### src/rtl/mem_stage_ctrl.sv
// Memory stage of the 16-bit pipeline: passes ALU ops straight to writeback and
// runs the load/store handshake with a multi-cycle, stallable data memory.
module mem_stage_ctrl #(
    parameter int DATA_W  = 16,
    parameter int TIMEOUT = 64
) (
    input  logic              clk,
    input  logic              rst,
    input  logic              ex_valid,
    output logic              ex_ready,
    input  logic              ex_mem_read,
    input  logic              ex_mem_write,
    input  logic [DATA_W-1:0] ex_alu_result,
    input  logic [DATA_W-1:0] ex_wdata,
    output logic              mem_en,
    output logic              mem_wr,
    output logic [DATA_W-1:0] mem_addr,
    output logic [DATA_W-1:0] mem_wdata,
    input  logic              mem_stall,
    input  logic              mem_done,
    input  logic [DATA_W-1:0] mem_rdata,
    output logic              wb_valid,
    output logic              wb_is_load,
    output logic [DATA_W-1:0] wb_alu_result,
    output logic [DATA_W-1:0] wb_rdata,
    output logic              err
);

    // Handshake: an instruction moves from execute into this stage on a
    // rising edge where ex_valid & ex_ready; execute holds it otherwise.
    typedef enum logic [1:0] {
        IDLE = 2'd0,
        REQ  = 2'd1,
        WAIT = 2'd2,
        ERR  = 2'd3
    } state_t;

    localparam logic [7:0] CNT_LAST = 8'(TIMEOUT - 1);

    state_t            state, state_next;
    logic [DATA_W-1:0] addr_q, wdata_q;
    logic              wr_q;
    logic [7:0]        cnt_q;
    logic              transfer, is_mem, bad_access;

    assign ex_ready   = (state == IDLE) & ~rst;
    assign transfer   = ex_valid & ex_ready;
    assign is_mem     = ex_mem_read | ex_mem_write;
    assign bad_access = (ex_mem_read & ex_mem_write) | ex_alu_result[0];

    // Request outputs are forced to zero outside REQ so the bus stays quiet.
    assign mem_en    = (state == REQ);
    assign mem_wr    = mem_en & wr_q;
    assign mem_addr  = mem_en ? addr_q  : '0;
    assign mem_wdata = mem_en ? wdata_q : '0;
    assign err       = (state == ERR);

    always_comb begin
        state_next = state;
        case (state)
            IDLE: if (transfer && is_mem) state_next = bad_access ? ERR : REQ;
            REQ:  if (!mem_stall) state_next = WAIT;
            WAIT: begin
                if (mem_done)              state_next = IDLE;
                else if (cnt_q == CNT_LAST) state_next = ERR;
            end
            ERR:  state_next = ERR;
            default: state_next = IDLE;
        endcase
    end

    always_ff @(posedge clk) begin
        if (rst) begin
            state         <= IDLE;
            addr_q        <= '0;
            wdata_q       <= '0;
            wr_q          <= 1'b0;
            cnt_q         <= '0;
            wb_valid      <= 1'b0;
            wb_is_load    <= 1'b0;
            wb_alu_result <= '0;
            wb_rdata      <= '0;
        end else begin
            state    <= state_next;
            wb_valid <= 1'b0;
            if (state == IDLE && transfer) begin
                if (!is_mem) begin
                    wb_valid      <= 1'b1;
                    wb_is_load    <= 1'b0;
                    wb_alu_result <= ex_alu_result;
                    wb_rdata      <= '0;
                end else if (!bad_access) begin
                    addr_q  <= ex_alu_result;
                    wdata_q <= ex_wdata;
                    wr_q    <= ex_mem_write;
                end
            end
            if (state == REQ && !mem_stall) cnt_q <= '0;
            if (state == WAIT) begin
                if (mem_done) begin
                    wb_valid      <= 1'b1;
                    wb_is_load    <= ~wr_q;
                    wb_alu_result <= addr_q;
                    wb_rdata      <= wr_q ? '0 : mem_rdata;
                end else begin
                    cnt_q <= cnt_q + 8'd1;
                end
            end
        end
    end

endmodule
### config.mk
export PLATFORM = sky130hd
export DESIGN_NAME = mem_stage_ctrl
export DESIGN_NICKNAME = d
export VERILOG_FILES = /design/src/rtl/mem_stage_ctrl.sv
export SDC_FILE = /design/constraint.sdc
export NUM_CORES = 1
export LEC_CHECK = 0
export CAP_MARGIN = 20
export CORE_ASPECT_RATIO = 1.5
export CORE_MARGIN = 8
export CORE_UTILIZATION = 43
export CTS_CLUSTER_DIAMETER = 40
export CTS_CLUSTER_SIZE = 25
export DETAILED_ROUTE_END_ITERATION = 10
export PLACE_DENSITY = 0.84
export RECOVER_POWER = 25
export SLEW_MARGIN = 20
export SYNTH_ARGS = -nofsm -noshare
export SYNTH_HDL_FRONTEND = slang
export SYNTH_SLANG_ARGS = --single-unit
### constraint.sdc
create_clock -name clk -period 2.1 [get_ports clk]
set_input_delay 0.42 -clock clk [delete_from_list [all_inputs] [get_ports clk]]
set_output_delay 0.42 -clock clk [all_outputs]
set_load 0.02 [all_outputs]
### Yosys cells after proc, flatten, opt, wreduce, memory -nomap -nowiden

Index checks and enable logic that the tools add are counted.

| word-level totals | value |
|---|---|
| bits in registers | 77 |
| bits of input ports | 55 |
| output and inout bits | 70 |
| word-level logic and storage cells | 61 |

| cells by class | value |
|---|---|
| add/subtract/negate cells | 1 |
| eq/ne operators | 7 |
| muxes and demuxes | 28 |
| bitwise operators | 9 |
| reductions and logical operators | 7 |

Operators by type and width:

| operator | number |
|---|---|
| 16-bit two-way mux | 11 |
| 8-bit two-way mux | 3 |
| 2-bit two-way mux | 5 |
| 8-bit by 1-bit adder with 8-bit output (second input constant) | 1 |
| 8-bit by 6-bit == test with 1-bit output (second input constant) | 1 |
| 1-bit two-way mux | 8 |
| 2-bit case mux with 4 select lines | 1 |
| 3-bit AND reduction | 2 |
| 1-bit bitwise AND | 4 |
| 2-bit == test (second input constant) | 2 |
| 1-bit logical AND | 3 |
| 3-bit != test (second input constant) | 1 |
| 1-bit inverter | 3 |
| 2-bit by 1-bit == test with 1-bit output (second input constant) | 1 |
| 2-bit zero test | 1 |
| 2-bit by 1-bit != test with 1-bit output (second input constant) | 1 |
| 2-bit != test (second input constant) | 1 |
| 1-bit bitwise OR | 2 |
| 1-bit zero test | 1 |

### Logic depth before layout (Yosys ltp)

Gate-level depths: netlist of the first run.

| logic depth | value |
|---|---|
| depth in word-level cells | 7 |
| mapped depth | 7 |

### Worst setup path after synthesis of the first run

No wires, ideal clock.

| timing path | value |
|---|---|
| path type | reg2out |
| start | reg state[1] |
| end | out mem_wdata[10] |
| arrival | 1.357 ns |
| required time | 1.680 ns |
| setup slack | 0.323 ns |
| cell stages (with the launch flop) | 6 |
| path through | dfxtp_1 buf_4 nand2b_1 inv_1 clkbuf_1 and2_1 |

| on the way | value |
|---|---|
| longest elaborated chain between the ends | 2 |

RTL lines:

| element | line | text |
|---|---|---|
| start, declared | 40 | `state_t state, state_next;` |
| start signal, assigned | 84 | `state <= state_next;` |
| 2-bit by 1-bit == test with 1-bit output | 52 | `assign mem_en = (state == REQ);` |
| named net mem_en | 15 | `output logic mem_en,` |
| 16-bit two-way mux | 55 | `assign mem_wdata = mem_en ? wdata_q : '0;` |
| end, declared | 18 | `output logic [DATA_W-1:0] mem_wdata,` |

The timed path passes the listed nets, and every way through them passes these cells.

### Worst setup path in the final report of the first run

| timing path | value |
|---|---|
| start | reg state[1] |
| end | out err |

| on the way | value |
|---|---|
| longest elaborated chain between the ends | 1 |

RTL lines:

| element | line | text |
|---|---|---|
| 2-bit == test | 56 | `assign err = (state == ERR);` |
| end, declared | 26 | `output logic err` |

Every way passes these cells.

==> results.yml, run 1 <==
detailed_routing:
  finalWirelength_um: 9160
  post_drt_via_cell_ratio: 5.05
  drt_iter0_drc: 200
  dr_total_vias: 3015
  drt_pass1_iterations: 4
  drcViolationCount: 0
  postRouteAntennaNets: 0
  wl_per_cell_um: 15.3
floorplan:
  die_area_sq_um: 10400
  core-area_sq_um: 7180
  fp.dieH_um: 121
  io_pins: 125
  die_width_um: 86.0
  start_util: 0.440
  std_cell_rows: 38
synthesis:
  synthCells: 372
  ys_seq_area_frac: 0.488
  async_flop_share: 0
  syn_nets: 428
  syn_area_sq_um: 3160
  ys_types: 40
  syn_area_per_cell_sq_um: 8.50
  synth_warnings: 0
  synth_edf_count: 0
  ys_ff_latch: 77
  synthFlopType: "dfxtp_1"
setup_path:
  critical_path_class: "flop to output pin"
  critPathMaxFanout: 7
  start_kind: "flop"
  cp.required_ps: 1680
  r2r-end: "cnt_q[4]"
  timing.rr.start: "state[1]"
  cp-end-kind: "output pin"
  ff2ff_path_depth: 6
  cp_data_arrival_time_ps: 1570
  r2r_slack_ps: 400
placement:
  dpl_cell_area_sq_um: 4520
  place.gp.congestion: 0.828
  io_buffers: 124
  hpwl_um: 6610
power_and_ir_drop:
  p_per_area_nw_per_um2: 828
  fin_total_pwr_uw: 3740
  power_leakage_uw: 0.00174
  ir_drop_mv: 0.463
timing:
  rsz0062_at_grt: "false"
  fin_crit_ps: 1990
  setup_viol: 0
  hold_violations: 0
  drv_slew: 0
  tightest_slew_ps: 654
  fin_skew_ps: 6.98
  fin_crit_sh: 0.948
  relSlewSlack: 0.564
  fin_setup_tns_ps: 0
  timing.fmax_ghz: 0.502
global_routing:
  antenna_found_initial: 0
  grt-ovfl-total: 0
  grtUsageTotal: 0.176
  grt_max_degree: 65
  grt_pass1_vias: 2950
  grt_pass1_wl_um: 14600
clock_tree:
  cts_max_level: 3
  cts_tree: "yes"
  cts_root_buf: "clkbuf_8"
  clk_latency_ps: 340
  cts_made_buffers: 9
  clock_sinks: 77
  clk_pin_slew_ps: 70
  cts_setup_buffers: 0
  cts.path.max_buffers: 2
worst_hold_path:
  hold_class: "flop to flop"
  min_from: "wdata_q[8]"
  holdPathStages: 2
  holdPathEnd: "wdata_q[8]"
finish:
  antennaDiodeCount: 0
  fin_area_sq_um: 4510
  area_delta_synth_final_pct: 42.7
  drive_above_1_share: 0.125
  num-fill-cells: 634
  nets: 548
outcome:
  status: "completed"
run:
  max-cap-violations: 0
## Yosys cell counts, types with 3 or more instances
library cell,instances,area [sq um]
a21oi_1,35,175
a22o_1,16,140
a311oi_1,16,140
and2_1,34,213
and3_1,3,18.8
buf_2,5,25.0
buf_4,3,22.5
buf_6,3,33.8
clkbuf_1,15,56.3
dfxtp_1,77,1540
nand2_1,100,375
nand3_1,4,20.0
nor2_1,24,90.1
o21ai_0,3,15.0
o41ai_1,3,26.3
## worst max-delay path: stages (launching register included)
cell and delay (ps):
dfxtp_1 340, buf_4 160, and2_1 130, clkdlybuf4s50_1 600
## layer usage
| metal | vias to the layer above | wire length (um) | track usage |
|---|---|---|---|
| met5 | - | 0 | 0 |
| met4 | 0 | 220 | 0.0914 |
| met3 | 14 | 510 | 0.0441 |
| met2 | 93 | 4970 | 0.314 |
| met1 | 1399 | 3460 | 0.185 |
| li1 | 1509 | - | - |
## report_power, final
group,internal (uW),total [uW],switching [uW]
logic,455,1010,550
registers,1580,1640,60.9
clock network,579,1090,513
total,2610,3740,1120
## area by class of cell
| type | instances | area, sq um | share of cell area |
|---|---|---|---|
| Tap cell | 100 | 125 | 0.0277 |
| Inverter | 1 | 3.75 | 0.000832 |
| Timing Repair Buffer | 136 | 1190 | 0.264 |
| Multi-Input combinational cell | 267 | 1460 | 0.323 |
| Clock inverter | 4 | 47.5 | 0.0105 |
| Sequential cell | 77 | 1540 | 0.342 |
| Clock buffer | 12 | 145 | 0.0322 |
## cells by family after synthesis
kind of cell	Yosys count	synth area share
simple gates	180	0.271
compound gates	81	0.176
flops	77	0.488
buf+inv	28	0.0459
mux	3	0.00989
xor+xnor	2	0.00554
fa+ha+maj	1	0.00396
## state kept, by name, indices dropped and copies added, names as in the netlist
signal,cells
addr_q,16
cnt_q,8
state,2
wb_alu_result,16
wb_is_load,1
wb_rdata,16
wb_valid,1
wdata_q,16
wr_q,1
## through the flow
step                setup slack, ps   util  cells  hold WS (ps)
global route                   30.6  0.628    597           482
global placement                157  0.630    581           436
floorplan                       323      -    372           432
finish                          109  0.628    597           453
CTS                            26.4  0.651    597           453
detailed placement             82.0  0.630    581           444
## how the worst max path moves through the flow
stage,start,end,slack [ps],cells past startpoint
2_1_floorplan,state[1],mem_wdata[10],320,5
3_3_place_gp,state[1],mem_addr[12],160,5
3_5_place_dp,ex_mem_write,wb_alu_result[10],80,6
4_1_cts,state[1],mem_addr[14],30,5
5_1_grt,state[0],err,30,3
6_report,state[1],err,110,3
## what timing repair did
item,in CTS,in global routing
gates cloned,0,0
hold buffers,0,0
gates resized for setup,35,66
setup endpoints to repair,35,33
## layout by cell type, fill, tap and decap left out, types with 2 or more instances in the layout
master	n
xor2_1	2
mux2i_1	2
clkdlybuf4s50_1	87
and2_1	34
a311oi_1	16
o41ai_1	3
o31ai_1	2
dfxtp_1	77
nand4_1	2
nor3b_1	4
nand2_1	100
a22o_1	16
dlygate4sd2_1	2
o21ai_0	3
buf_4	7
nand3_1	4
clkbuf_8	10
clkbuf_1	3
nor2_1	24
o211ai_1	2
buf_12	3
a21oi_1	35
clkbuf_2	34
clkinv_2	2
and3_1	3
Power figures use the tool's default switching activity.
==> inputs of run 2 (changes only) <==
SETUP_SLACK_MARGIN = 0.5   (was default)
==> results.yml, run 2 (synthesis results as in run 1) <==
timing:
  rsz0062_at_grt: "true"
  setup_viol: 0
  fin_skew_ps: 9.32
  fin_setup_tns_ps: 0
  timing.fmax_ghz: 0.564
  fin_crit_ps: 1770
  setup_slack_ps: 327
  hold_ws_ps: 455
  tightest_slew_ps: 857
  fin_crit_sh: 0.844
  hold_violations: 0
  relSlewSlack: 0.428
  drv_slew: 0
clock_tree:
  cts_made_buffers: 9
  clk_latency_ps: 340
  clk_pin_slew_ps: 70
  cts_root_buf: "clkbuf_8"
  ctsHoldBuffers: 0
  cts_max_level: 3
  cts.path.max_buffers: 2
  cts_tree: "yes"
  clock_sinks: 77
placement:
  io_buffers: 124
  pre_cts_ws_ps: 74.3
  place.gp.congestion: 0.833
  hpwl_um: 6850
finish:
  post-route-util: 0.762
  final_common_cell: "dfxtp_1"
  nets: 565
  antennaDiodeCount: 0
  layout_common_cells: "75 x dfxtp_1, 51 x clkdlybuf4s50_1, 50 x nand2_1, 39 x buf_6, 34 x dlygate4sd2_1"
  multi_input_area_sq_um: 1920
  seq_area_sq_um: 1550
  area_delta_synth_final_pct: 73.1
  num-fill-cells: 442
  drive_above_1_share: 0.364
setup_path:
  cp.required_ps: 1680
  critPathMaxFanout: 9
  start_kind: "flop"
  cp-end-kind: "output pin"
  ff2ff_path_depth: 8
  cp_data_arrival_time_ps: 1350
  critical_path_class: "flop to output pin"
worst_hold_path:
  hold_class: "flop to flop"
  holdPathStages: 2
global_routing:
  grt-ovfl-total: 0
  grtUsageTotal: 0.185
  antenna_found_initial: 0
  grt_max_degree: 65
  grt_pass1_wl_um: 15200
  grt_pass1_vias: 3060
floorplan:
  std_cell_rows: 38
  start_util: 0.440
  die_area_sq_um: 10400
  io_pins: 125
  fp.dieH_um: 121
  core-area_sq_um: 7180
  die_width_um: 86.0
detailed_routing:
  postRouteAntennaNets: 0
  drcViolationCount: 0
  wl_per_cell_um: 20.0
  dr_total_vias: 3429
  finalWirelength_um: 12300
  post_drt_via_cell_ratio: 5.58
  drt_iter0_drc: 271
  drt_pass1_iterations: 4
power_and_ir_drop:
  ir_drop_mv: 0.404
  p_per_area_nw_per_um2: 756
  power_leakage_uw: 0.00234
  fin_total_pwr_uw: 4140
outcome:
  status: "completed"
run:
  max-cap-violations: 0
run 2: cell types whose count changed in the layout (fill, tap and decap cells not counted), sizes merged, moves of 2 or more:
cell,change
dlygate4sd2,+32
buf,+48
clkbuf,-25
clkdlybuf4s50,-36
dlymetal6s2s,+2
run 2: through the flow:
step                      instance area (sq um)  instances
after global routing                       5470        614
final                                      5470        614
after floorplan                            3170        372
after CTS                                  4790        603
after detailed placement                   4540        582
after global placement                     4540        582
run 2: final cells by class:
cell class	instances	area share
multi-input combinational	267	0.351
timing repair buffer	153	0.310
sequential	77	0.283
clock buffer	15	0.0304
tap	100	0.0229
inverter	1	0.00206
clock inverter	1	0.000914
run 2: metal layers:
layer	vias up	routed length (um)	part of all wire	GRT usage
met5	-	0	0	0
met3	30	804	0.065	0.0434
met1	1689	4360	0.35	0.187
met2	155	6690	0.54	0.337
met4	0	438	0.036	0.104
li1	1555	-	-	-
run 2: worst paths after layout:
path	slack [ps]	end	startpoint
max	330	mem_wdata[9]	state[1]
min	450	wdata_q[2]	wdata_q[2]
max reg2reg	400	wr_q	state[0]
min reg2reg	450	wdata_q[2]	wdata_q[2]
run 2: repair_timing:
| action | 4_1_cts | 5_1_grt |
|---|---|---|
| cloned | 2 | 7 |
| gates resized for setup | 253 | 142 |
| endpoints found under the setup margin | 90 | 87 |
| pin swaps | 1 | 67 |
| buffers inserted | 3 | 4 |
run 2: report_power, final:
part           switching [uW]  internal, uW
Sequential               80.9          1590
Clock                     513           496
Combinational             762           697
run 2: critical path, cell delays in order, from the launching register on:
cell and delay (ps):
dfxtp_2 330, nand2b_4 150, inv_8 60, buf_16 140, and2_2 210, buf_6 130
==> inputs of run 3 (changes only) <==
clock period = 1.7 ns   (was 2.1 ns; I/O delays follow)
==> results.yml, run 3 (synthesis results as in run 1) <==
outcome:
  status: "finished, violations left"
  violations: "negative setup slack"
detailed_routing:
  postRouteAntennaNets: 0
  wl_per_cell_um: 27.0
  post_drt_via_cell_ratio: 6.27
  met1_length_um: 5920
  drcViolationCount: 0
  highest_layer: "met4"
  dr_total_vias: 4048
  met3_length_um: 1450
  drt_iter0_drc: 453
  dr_wl_met2_um: 8830
  finalWirelength_um: 17500
  drt_pass1_iterations: 5
finish:
  multi_input_area_sq_um: 2240
  final_common_cell: "buf_6"
  nets: 598
  antennaDiodeCount: 0
  fin_area_sq_um: 6260
  area_delta_synth_final_pct: 98.1
  num-fill-cells: 281
  drive_above_1_share: 0.593
  layout_common_cells: "71 x buf_6, 55 x dfxtp_1, 50 x clkdlybuf4s50_1, 41 x nand2_4, 41 x nand2_1"
  seq_area_sq_um: 1570
power_and_ir_drop:
  power_leakage_uw: 0.00273
  ir_drop_mv: 0.698
  pwr-share-seq: 0.347
  swShare: 0.350
  power.internal_uw: 3940
  fin_total_pwr_uw: 6070
  switching_power_uw: 2130
  p_per_area_nw_per_um2: 969
  power.share.combinational: 0.443
  clockPowerShare: 0.210
setup_path:
  cp_common_cell: "buf_6"
  start_kind: "flop"
  critPathMaxFanout: 7
  cp_data_arrival_time_ps: 2150
  critical_path_class: "flop to flop"
  path_cells: "buf_6 -> buf_6 -> nor3_4 -> buf_4 -> and3_4 -> buf_16 -> nand2_1 -> a311oi_2"
  crit_family: "simple AND/OR/NAND/NOR gates"
  cp.required_ps: 1960
  slowest_delay_ps: 350
  cp-end-kind: "flop"
  cp_num_buf_inv: 4
  slowest_stage: "dfxtp_2"
placement:
  io_buffers: 124
  dpl_cell_area_sq_um: 4720
  hpwl_um: 7320
  place.gp.congestion: 0.789
worst_hold_path:
  hold_class: "flop to flop"
timing:
  fin_setup_tns_ps: -9310
  hold_ws_ps: 475
  relSlewSlack: 0.474
  hold_violations: 0
  drv_slew: 0
  fin_skew_ps: 14.2
  timing.fmax_ghz: 0.528
  setup_viol: 100
  tightest_slew_ps: 789
  setup_slack_ps: -193
  rsz0062_at_grt: "true"
  fin_crit_ps: 1890
  fin_crit_sh: 1.11
floorplan:
  fp.dieH_um: 121
  die_area_sq_um: 10400
  core-area_sq_um: 7180
  die_width_um: 86.0
  start_util: 0.440
  std_cell_rows: 38
  io_pins: 125
clock_tree:
  cts_made_buffers: 9
  cts_max_level: 3
  cts.path.max_buffers: 2
  cts_root_buf: "clkbuf_8"
  clock_sinks: 77
  ctsHoldBuffers: 0
  clk_latency_ps: 380
  cts_tree: "yes"
  clk_pin_slew_ps: 90
global_routing:
  antenna_found_initial: 0
  grt_pass1_vias: 3924
  grtUsageTotal: 0.272
  grt-ovfl-total: 0
  grt_max_degree: 47
  grt_pass1_wl_um: 21800
run:
  max-cap-violations: 0
-- run 3: changes by cell type in the layout (fill, tap and decap cells not counted), moves of 14 or more --
cell	before	now
buf_6	39	71
dlygate4sd2_1	34	2
buf_4	11	34
dfxtp_2	1	22
dfxtp_1	75	55
and2_4	17	34
nand2_4	27	41
-- run 3: cell type report --
cell class / instances / area share
Tap cell: 100 / 0.0200
Inverter: 1 / 0.00140
Multi-Input combinational cell: 267 / 0.358
Timing Repair Buffer: 186 / 0.345
Sequential cell: 77 / 0.250
Clock buffer: 13 / 0.0238
Clock inverter: 2 / 0.00160
-- run 3: what timing repair did --
item / in CTS / in global routing
endpoints found under the setup margin: 146 / 143
gates resized for setup: 513 / 138
setup buffers: 17 / 7
gates cloned: 10 / 2
pin swaps: 57 / 55
-- run 3: metrics by stage --
step,worst slack (ps),util,cells
2_1_floorplan,158,-,372
3_3_place_gp,-194,0.658,595
3_5_place_dp,-297,0.658,595
4_1_cts,-50.9,0.794,637
5_1_grt,-200,0.872,646
6_report,-193,0.872,646
-- run 3: worst reg2reg max path, cell delays in order, from the launching register on --
cell and delay, ps:
dfxtp_2 350, buf_6 110, buf_6 120, nor3_4 190, buf_4 150, and3_4 270
buf_16 170, nand2_1 110, a311oi_2 300
-- run 3: power by group through the flow --
stage / logic [uW] / clock network, uW / registers [uW]
after floorplan: 693 / 0 / 2180
after detailed placement: 1450 / 0 / 2070
after CTS: 2240 / 1220 / 2060
after global placement: 1410 / 0 / 2070
final: 2690 / 1270 / 2110
after global routing: 2770 / 1340 / 2110
-- run 3: final timing paths --
check,startpoint,to,slack [ps],cells past startpoint
setup reg to reg,state[1],wb_alu_result[8],-190,8
hold / removal,wdata_q[4],wdata_q[4],480,2
setup / recovery,state[1],wb_alu_result[8],-190,8
hold reg to reg,wdata_q[4],wdata_q[4],480,2
-- run 3: layer usage --
metal,vias up,GRT usage
li1,1631,-
met5,-,0
met2,338,0.480
met4,0,0.215
met1,1961,0.267
met3,118,0.0610
